[config.mk]
export PLATFORM = sky130hd
export DESIGN_NAME = dec_fwd_pipe
export DESIGN_NICKNAME = d
export VERILOG_FILES = /design/src/rtl/y86_pkg.sv /design/src/rtl/dec_fwd_pipe_fwd_sel.sv /design/src/rtl/dec_fwd_pipe.sv
export SDC_FILE = /design/constraint.sdc
export NUM_CORES = 1
export LEC_CHECK = 0
export ABC_AREA = 0
export BUFFER_PORTS_ARGS = -buffer_cell sky130_fd_sc_hd__buf_2
export CELL_PAD_IN_SITES_DETAIL_PLACEMENT = 1
export CELL_PAD_IN_SITES_GLOBAL_PLACEMENT = 1
export CORE_AREA = 3 3 326 328
export DETAILED_ROUTE_END_ITERATION = 10
export DIE_AREA = 0 0 329 331
export MAX_ROUTING_LAYER = met4
export PLACE_DENSITY = 0.52
export RECOVER_POWER = 25
export SLEW_MARGIN = 10
export SYNTH_ARGS = -nofsm -noshare
export SYNTH_HDL_FRONTEND = slang
export SYNTH_HIERARCHICAL = 1
export SYNTH_SLANG_ARGS = --single-unit
[constraint.sdc]
create_clock -name clk -period 1.7 [get_ports clk]
set_input_delay 0.34 -clock clk [delete_from_list [all_inputs] [get_ports clk]]
set_output_delay 0.34 -clock clk [all_outputs]
set_load 0.02 [all_outputs]
[src/rtl/y86_pkg.sv]
// ---------------------------------------------------------------------------
// y86_pkg
// Shared constants for the Y86-64 decode/forward slice:
//   - icode_e     : instruction codes HALT..POPQ
//   - REG_NONE    : register index meaning "no register" (never matches)
//   - REG_RSP     : stack pointer index used implicitly by call/ret/push/pop
//   - NOP_*       : field values of the nop bundle loaded into E on
//                   bubble or reset
//   - uses_valp() : icodes whose valA operand is the next PC
// ---------------------------------------------------------------------------
package y86_pkg;

    typedef enum logic [3:0] {
        HALT   = 4'h0,
        NOP    = 4'h1,
        RRMOVQ = 4'h2,
        IRMOVQ = 4'h3,
        RMMOVQ = 4'h4,
        MRMOVQ = 4'h5,
        OPQ    = 4'h6,
        JXX    = 4'h7,
        CALL   = 4'h8,
        RET    = 4'h9,
        PUSHQ  = 4'hA,
        POPQ   = 4'hB
    } icode_e;

    localparam logic [3:0] REG_NONE  = 4'hF;
    localparam logic [3:0] REG_RSP   = 4'h4;

    localparam logic [3:0] NOP_ICODE = 4'h1;
    localparam logic [3:0] NOP_IFUN  = 4'h0;
    localparam logic [3:0] NOP_IDX   = REG_NONE;

    // jXX and call carry the return/fall-through PC down the valA lane.
    function automatic logic uses_valp(input logic [3:0] icode);
        return (icode == JXX) || (icode == CALL);
    endfunction

endpackage

[src/rtl/dec_fwd_pipe_fwd_sel.sv]
// ---------------------------------------------------------------------------
// fwd_sel
// Operand priority selector: picks the newest in-flight value for a source
// register index, or falls back to the register file read data.
//
// Ports:
//   src              in  RW : source register index being read
//   fwd_en           in  1  : 1 = use the forwarding chain, 0 = always rval
//   e_dst / e_val    in     : execute-stage ALU result (highest priority)
//   mm_dst / mm_val  in     : memory-stage load result
//   me_dst / me_val  in     : memory-stage ALU result
//   wm_dst / wm_val  in     : writeback load result
//   we_dst / we_val  in     : writeback ALU result (lowest priority)
//   rval             in  W  : register file read data for src
//   val              out W  : selected operand
// ---------------------------------------------------------------------------
module fwd_sel
    import y86_pkg::*;
#(
    parameter int W  = 64,
    parameter int RW = 4
) (
    input  logic [RW-1:0] src,
    input  logic          fwd_en,
    input  logic [RW-1:0] e_dst,
    input  logic [W-1:0]  e_val,
    input  logic [RW-1:0] mm_dst,
    input  logic [W-1:0]  mm_val,
    input  logic [RW-1:0] me_dst,
    input  logic [W-1:0]  me_val,
    input  logic [RW-1:0] wm_dst,
    input  logic [W-1:0]  wm_val,
    input  logic [RW-1:0] we_dst,
    input  logic [W-1:0]  we_val,
    input  logic [W-1:0]  rval,
    output logic [W-1:0]  val
);

    localparam logic [RW-1:0] IDX_NONE = RW'(REG_NONE);

    // A source of REG_NONE must not pick up a stage whose destination is
    // also REG_NONE, so the whole chain is gated on a real source index.
    logic src_real;

    always_comb begin
        src_real = (src != IDX_NONE);
        val      = rval;
        if (fwd_en && src_real) begin
            // Order matters: the youngest producer wins.
            if (src == e_dst) begin
                val = e_val;
            end else if (src == mm_dst) begin
                val = mm_val;
            end else if (src == me_dst) begin
                val = me_val;
            end else if (src == wm_dst) begin
                val = wm_val;
            end else if (src == we_dst) begin
                val = we_val;
            end
        end
    end

endmodule

[src/rtl/dec_fwd_pipe.sv]
// ---------------------------------------------------------------------------
// dec_fwd_pipe
// Y86-64 decode stage with operand forwarding and the D->E pipeline register.
//
// Configuration macro: DEC_FWD_EN
//   defined   : operands are taken from the e/M/W forwarding chain
//   undefined : operands come straight from the register file; the forwarding
//               inputs have no effect and the hazard unit stalls instead
//
// Ports:
//   clk, rst                 : clock, synchronous active-high reset
//   D_icode/D_ifun/D_rA/D_rB : decode-stage instruction fields
//   D_valC/D_valP            : constant word and next PC
//   srcA/srcB                : combinational register file read indices
//   rvalA/rvalB              : register file read data
//   e_dstE/e_valE            : execute-stage result
//   M_dstM/m_valM            : memory-stage load result
//   M_dstE/M_valE            : memory-stage ALU result
//   W_dstM/W_valM            : writeback load result
//   W_dstE/W_valE            : writeback ALU result
//   E_bubble                 : load a nop into E on the next edge
//   E_*                      : registered execute-stage bundle
// ---------------------------------------------------------------------------
module dec_fwd_pipe
    import y86_pkg::*;
#(
    parameter int W  = 64,
    parameter int RW = 4
) (
    input  logic          clk,
    input  logic          rst,
    input  logic [3:0]    D_icode,
    input  logic [3:0]    D_ifun,
    input  logic [RW-1:0] D_rA,
    input  logic [RW-1:0] D_rB,
    input  logic [W-1:0]  D_valC,
    input  logic [W-1:0]  D_valP,
    output logic [RW-1:0] srcA,
    output logic [RW-1:0] srcB,
    input  logic [W-1:0]  rvalA,
    input  logic [W-1:0]  rvalB,
    input  logic [RW-1:0] e_dstE,
    input  logic [W-1:0]  e_valE,
    input  logic [RW-1:0] M_dstM,
    input  logic [W-1:0]  m_valM,
    input  logic [RW-1:0] M_dstE,
    input  logic [W-1:0]  M_valE,
    input  logic [RW-1:0] W_dstM,
    input  logic [W-1:0]  W_valM,
    input  logic [RW-1:0] W_dstE,
    input  logic [W-1:0]  W_valE,
    input  logic          E_bubble,
    output logic [3:0]    E_icode,
    output logic [3:0]    E_ifun,
    output logic [W-1:0]  E_valC,
    output logic [W-1:0]  E_valA,
    output logic [W-1:0]  E_valB,
    output logic [RW-1:0] E_dstE,
    output logic [RW-1:0] E_dstM,
    output logic [RW-1:0] E_srcA,
    output logic [RW-1:0] E_srcB
);

    localparam logic [RW-1:0] IDX_NONE = RW'(REG_NONE);
    localparam logic [RW-1:0] IDX_RSP  = RW'(REG_RSP);
    localparam logic [RW-1:0] IDX_NOP  = RW'(NOP_IDX);

`ifdef DEC_FWD_EN
    localparam logic FWD_ON = 1'b1;
`else
    // Without forwarding the hazard unit holds dependent instructions in D
    // until the producer has written back, so the register file is current.
    localparam logic FWD_ON = 1'b0;
`endif

    // ------------------------------------------------------------------
    // Decode: register indices
    // ------------------------------------------------------------------
    logic [RW-1:0] d_srcA;
    logic [RW-1:0] d_srcB;
    logic [RW-1:0] d_dstE;
    logic [RW-1:0] d_dstM;

    always_comb begin
        d_srcA = IDX_NONE;
        d_srcB = IDX_NONE;
        d_dstE = IDX_NONE;
        d_dstM = IDX_NONE;

        case (D_icode)
            RRMOVQ, RMMOVQ, OPQ, PUSHQ: d_srcA = D_rA;
            RET, POPQ:                  d_srcA = IDX_RSP;
            default:                    d_srcA = IDX_NONE;
        endcase

        case (D_icode)
            RMMOVQ, MRMOVQ, OPQ:        d_srcB = D_rB;
            CALL, RET, PUSHQ, POPQ:     d_srcB = IDX_RSP;
            default:                    d_srcB = IDX_NONE;
        endcase

        case (D_icode)
            RRMOVQ, IRMOVQ, OPQ:        d_dstE = D_rB;
            CALL, RET, PUSHQ, POPQ:     d_dstE = IDX_RSP;
            default:                    d_dstE = IDX_NONE;
        endcase

        case (D_icode)
            MRMOVQ, POPQ:               d_dstM = D_rA;
            default:                    d_dstM = IDX_NONE;
        endcase
    end

    // Read indices go out unregistered and ignore E_bubble: the register
    // file must be addressed by whatever sits in D this cycle.
    assign srcA = d_srcA;
    assign srcB = d_srcB;

    // ------------------------------------------------------------------
    // Decode: operand selection
    // ------------------------------------------------------------------
    logic [W-1:0] fwd_valA;
    logic [W-1:0] fwd_valB;
    logic [W-1:0] d_valA;
    logic [W-1:0] d_valB;

    fwd_sel #(.W(W), .RW(RW)) u_fwd_a (
        .src    (d_srcA),
        .fwd_en (FWD_ON),
        .e_dst  (e_dstE),
        .e_val  (e_valE),
        .mm_dst (M_dstM),
        .mm_val (m_valM),
        .me_dst (M_dstE),
        .me_val (M_valE),
        .wm_dst (W_dstM),
        .wm_val (W_valM),
        .we_dst (W_dstE),
        .we_val (W_valE),
        .rval   (rvalA),
        .val    (fwd_valA)
    );

    fwd_sel #(.W(W), .RW(RW)) u_fwd_b (
        .src    (d_srcB),
        .fwd_en (FWD_ON),
        .e_dst  (e_dstE),
        .e_val  (e_valE),
        .mm_dst (M_dstM),
        .mm_val (m_valM),
        .me_dst (M_dstE),
        .me_val (M_valE),
        .wm_dst (W_dstM),
        .wm_val (W_valM),
        .we_dst (W_dstE),
        .we_val (W_valE),
        .rval   (rvalB),
        .val    (fwd_valB)
    );

    always_comb begin
        d_valA = uses_valp(D_icode) ? D_valP : fwd_valA;
        d_valB = fwd_valB;
    end

    // ------------------------------------------------------------------
    // D -> E pipeline register
    // ------------------------------------------------------------------
    logic [3:0]    E_icode_d, E_icode_q;
    logic [3:0]    E_ifun_d,  E_ifun_q;
    logic [W-1:0]  E_valC_d,  E_valC_q;
    logic [W-1:0]  E_valA_d,  E_valA_q;
    logic [W-1:0]  E_valB_d,  E_valB_q;
    logic [RW-1:0] E_dstE_d,  E_dstE_q;
    logic [RW-1:0] E_dstM_d,  E_dstM_q;
    logic [RW-1:0] E_srcA_d,  E_srcA_q;
    logic [RW-1:0] E_srcB_d,  E_srcB_q;

    always_comb begin
        E_icode_d = D_icode;
        E_ifun_d  = D_ifun;
        E_valC_d  = D_valC;
        E_valA_d  = d_valA;
        E_valB_d  = d_valB;
        E_dstE_d  = d_dstE;
        E_dstM_d  = d_dstM;
        E_srcA_d  = d_srcA;
        E_srcB_d  = d_srcB;
        if (E_bubble) begin
            E_icode_d = NOP_ICODE;
            E_ifun_d  = NOP_IFUN;
            E_valC_d  = '0;
            E_valA_d  = '0;
            E_valB_d  = '0;
            E_dstE_d  = IDX_NOP;
            E_dstM_d  = IDX_NOP;
            E_srcA_d  = IDX_NOP;
            E_srcB_d  = IDX_NOP;
        end
    end

    // Reset clears data as well as control: a nop in E must not carry stale
    // operands downstream.
    always_ff @(posedge clk) begin
        if (rst) begin
            E_icode_q <= NOP_ICODE;
            E_ifun_q  <= NOP_IFUN;
            E_valC_q  <= '0;
            E_valA_q  <= '0;
            E_valB_q  <= '0;
            E_dstE_q  <= IDX_NOP;
            E_dstM_q  <= IDX_NOP;
            E_srcA_q  <= IDX_NOP;
            E_srcB_q  <= IDX_NOP;
        end else begin
            E_icode_q <= E_icode_d;
            E_ifun_q  <= E_ifun_d;
            E_valC_q  <= E_valC_d;
            E_valA_q  <= E_valA_d;
            E_valB_q  <= E_valB_d;
            E_dstE_q  <= E_dstE_d;
            E_dstM_q  <= E_dstM_d;
            E_srcA_q  <= E_srcA_d;
            E_srcB_q  <= E_srcB_d;
        end
    end

    assign E_icode = E_icode_q;
    assign E_ifun  = E_ifun_q;
    assign E_valC  = E_valC_q;
    assign E_valA  = E_valA_q;
    assign E_valB  = E_valB_q;
    assign E_dstE  = E_dstE_q;
    assign E_dstM  = E_dstM_q;
    assign E_srcA  = E_srcA_q;
    assign E_srcB  = E_srcB_q;

endmodule

Word-level counts from Yosys, hierarchy flattened
Index checks and enable logic that the tools add are counted.
Storage, ports and cells
  bits in registers: 216
  input bits: 615
  output and inout bits: 224
Operators by class
  equality and inequality tests: 10
  multiplexer cells: 4
  bitwise logic cells: 1
  reduce and logical (&&, ||, !) cells: 9
Operators with widths (number)
  $mux W64: 1
  $pmux W4 S2: 3
  $eq A4 B3 Y1 const B: 4
  $eq A4 B4 Y1 const B: 4
  $reduce_or A3 Y1: 3
  $eq A4 B2 Y1 const B: 2
  $reduce_or A4 Y1: 2
  $reduce_or A2 Y1: 3
  $logic_or A1 B1 Y1: 1
  $not A1 Y1: 1

Logic depth before layout (Yosys ltp)
  depth in word-level cells: 4
  depth in mapped cells: 15

Modules after synthesis
The synthesis kept the hierarchy.
By module, submodules not included
  fwd_sel: times used 2, cells an instance 614, area an instance 4217.8 um^2
  dec_fwd_pipe: times used 1, cells an instance 634, area an instance 6940.4 um^2

Least setup slack after synthesis
OpenSTA, ideal clock, no wires.
  path kind: input port to output port
  from: input D_icode[0]
  to: output srcB[2]
  arrival: 1.123 ns
  required time: 1.360 ns
  slack: 0.237 ns
  stages: 3
  path buffers: 1
  cell sequence: buf_2 > and2_1 > or3_1
On the way
  longest elaborated chain between the ends: 3
  elaborated cells on any way between the ends: 10
  those cells by class: eq/ne (7); mux (1); reduce/logical (2)
RTL lines
  start: declaration: line dec_fwd_pipe.sv:32  | input logic [3:0] D_icode,
  $eq A4 B4 Y1 / $eq A4 B3 Y1 (equally long branches): line dec_fwd_pipe.sv:96  | case (D_icode)
  $reduce_or A4 Y1 / $reduce_or A3 Y1 (equally long branches): line dec_fwd_pipe.sv:96
  $pmux W4 S2 (*): line dec_fwd_pipe.sv:96
  end: declaration: line dec_fwd_pipe.sv:39  | output logic [RW-1:0] srcB,
Every way passes the cells marked *; elsewhere a longest branch is shown, timed or not.

Worst setup path after layout
Ends and elaborated chain as after synthesis.

==> summary.txt <==
Routing
  – WL met2: approximately 51000 um
  – Detailed-route wire length: around 110000 um
  – Routed wl met3: 8390 um
  – Detailed-route via count: 18428
  – Vias/cell: 4.39
  – Highest Signal Layer: met4
  – Initial DRC count: just under 1000
  – Initial DRT Pass Iterations: 6
  – Final ANT Viol Nets: 0
  – WL/cell: between 20 and 30 um
  – Drt drc: 0
  – Routed met1 length: 43700 um

Global routing
  – Initial antenna violation count: 56
  – Vias in the first global route: ~20000
  – First-pass GRT wire length: between 100000 and 150000 um
  – GRT Total Usage: 0.189
  – Global route overflow: 0
  – Largest net degree at the start of global routing: between 100 and 150

Power and ir drop
  – Maximum VDD drop: between 0.7 and 0.8 mV
  – Pwr Density: about 790 nW/um^2
  – Pleak: 10.9 nW

Clocking
  – Clock sinks: ~220
  – Inserted Clock Buffers: 30
  – Reg clk slew, reported paths: ~60 ps
  – H-Tree Depth: 1
  – Post-CTS setup buffers: 0
  – Max clock buf depth: 3
  – Root buf cell: clkbuf_16
  – CTS tree: yes

Yosys
  – Synthesized flop and latch total: around 220
  – Gate Count Post-Synth: 1862
  – Adder-Cell Fraction of Synth Area: 0
  – Cell variety after synth: 44
  – XOR/XNOR Fraction of Synth Area: 0.0228
  – Combinational family with the most area after synthesis: compound AO/OA/AOI/OAI gates
  – Simple-gate share of the synthesized area: 0.169
  – Synth warn: 6
  – Post-synthesis compound-gate area fraction: 0.300
  – Mux share of post-synthesis cell area: 0.125
  – Synthesized area: about 15000 um^2
  – Seq/Total Area, Yosys: 0.281
  – Mean post-synth cell area: approximately 8.3 um^2

Die
  – Core area: 103000 um^2
  – Die Ht: approximately 330 um
  – Chip width: 329 um
  – Initial Util: 0.149
  – Row count: 118
  – Die area: between 100000 and 150000 um^2
  – I/O pin cnt: between 800 and 900

Worst hold path
  – Hold WC Path Type: input port to register
  – Min-Delay Path Depth: 2

Timing
  – Slew headroom: -10.6
  – Max Freq: a little over 0.6 GHz
  – Final Cycle Share: 0.961
  – Min setup slack post-route: 66.6 ps
  – Max-slew violation count: about 400
  – RSZ-0062 raised after global routing: no
  – Final setup vio count: 0
  – Hold Slack: around 50 ps
  – Fin. Hold Viols: 0
  – Fin crit period: between 1500 and 2000 ps
  – TNS Setup: 0 ps
  – Slew @ Worst Pin: between 15000 and 20000 ps

Outcome
  – Failing checks: max-slew violations
  – Status: finished with violations

Final layout
  – Share of layout cells above drive strength 1: 0.390
  – Most frequent cells in the layout: buf_2 (836), nor2_1 (261), dfxtp_1 (215)
  – Commonest non-fill, non-tap cell in the layout: buf_2
  – P&R area growth vs syn: 51.6%
  – Fillers: roughly 13000
  – Fin nets: about 3400

Worst setup path
  – Nature of the critical path startpoint: input port
  – CP endpoint kind: output pin
  – Crit Path Category: input port to output pin
  – Worst path required time: 1360 ps
  – Max FO, Critical Path: 11
  – CP Data Arrival Time: 1290 ps

Place
  – DP HPWL: 77300 um
  – IO buf count: around 840
  – DP Worst Slack: approximately 36 ps
  – GPL Wtd Cong: a little over 0.8

Run
  – Max Cap Viol: 0
[layout make-up]
type,instances,area [um^2],share of cell area
multi-input combinational,1334,9550,0.410
tap,1380,1730,0.0741
clock buffer,37,828,0.0355
antenna,50,125,0.00537
sequential,216,4330,0.186
timing repair buffer,1037,6080,0.261
clock inverter,16,178,0.00762
inverter,130,488,0.0209
[through the flow]
stage / total power [W] / cells / instance area, um^2 / util
final: 0.0184 / 4200 / 23300 / 0.225
after global routing: 0.0192 / 4191 / 23300 / 0.225
after CTS: 0.0186 / 4150 / 23300 / 0.225
after detailed placement: 0.0116 / 3961 / 20900 / 0.202
after global placement: 0.0116 / 3961 / 20900 / 0.202
after floorplan: 0.00912 / 1863 / 15400 / -
[cell usage after synthesis, drive strengths merged]
cell type    n  area share
nor2       263       0.065
dfxtp      216        0.28
mux2i      192        0.12
and2       138       0.056
o21ai      134       0.044
nand2      133       0.032
inv        130       0.032
a21oi      128       0.042
a221o      128       0.083
a221oi     128        0.12
clkbuf     127       0.031
buf         56       0.039
xnor2       24       0.014
xor2        16      0.0091
nand4        6      0.0024
or2          5      0.0020
a41oi        4      0.0023
nor2b        4      0.0021
nor4         4      0.0024
o21a         4      0.0020
nand2b       3      0.0014
nor3         3     0.00098
o31a         3      0.0017
and4         2      0.0011
or3          2     0.00081
a2111o       1     0.00073
a211o        1     0.00057
a211oi       1     0.00049
a2bb2oi      1      0.0017
and3b        1     0.00057
conb         1     0.00024
nand3        1     0.00033
nor3b        1     0.00049
o211ai       1     0.00049
[state kept, by name (all words and copies together), names as in the netlist]
name	flops
E_ifun	4
E_dstE	4
E_valC	64
E_srcA	4
E_icode	4
E_dstM	4
E_valB	64
E_srcB	4
E_valA	64
[routing by layer]
metal  vias up  track usage
met3       125       0.0480
met2       797        0.319
met4         0       0.0512
met1      9022        0.222
li1       8484            -
met5         -            -
[power by group]
group	switching [W]	internal, W
Combinational	0.00368	0.00268
Clock	0.00270	0.00390
Sequential	0.0000914	0.00535
Total	0.00647	0.0119
[worst paths after layout]
kind	start	to	slack, ps
setup / recovery	D_icode[0]	srcB[2]	70
hold / removal	E_bubble	E_icode[0]	50
[worst max-delay path, cell delays in order]
cell and delay (ps):
buf_2 180, and2_1 190, or3_1 390, buf_2 190
[cells by family (layout without fill, tap and decap cells)]
| kind of cell | after synthesis | after routing |
|---|---|---|
| AO/OA/AOI/OAI | 534 | 534 |
| XOR/XNOR | 40 | 40 |
| buffers and inverters | 313 | 1220 |
| flip-flops | 216 | 216 |
| multiplexers | 192 | 192 |
| other | 1 | 52 |
| AND/OR/NAND/NOR | 566 | 566 |
[what timing repair did]
action                                 CTS  global route
endpoints found under the hold margin  135             0
setup endpoints to repair                1             3
hold buffers                           136             0
gates resized for setup                  1             1
Note: power is estimated with default switching activity, not from simulation.
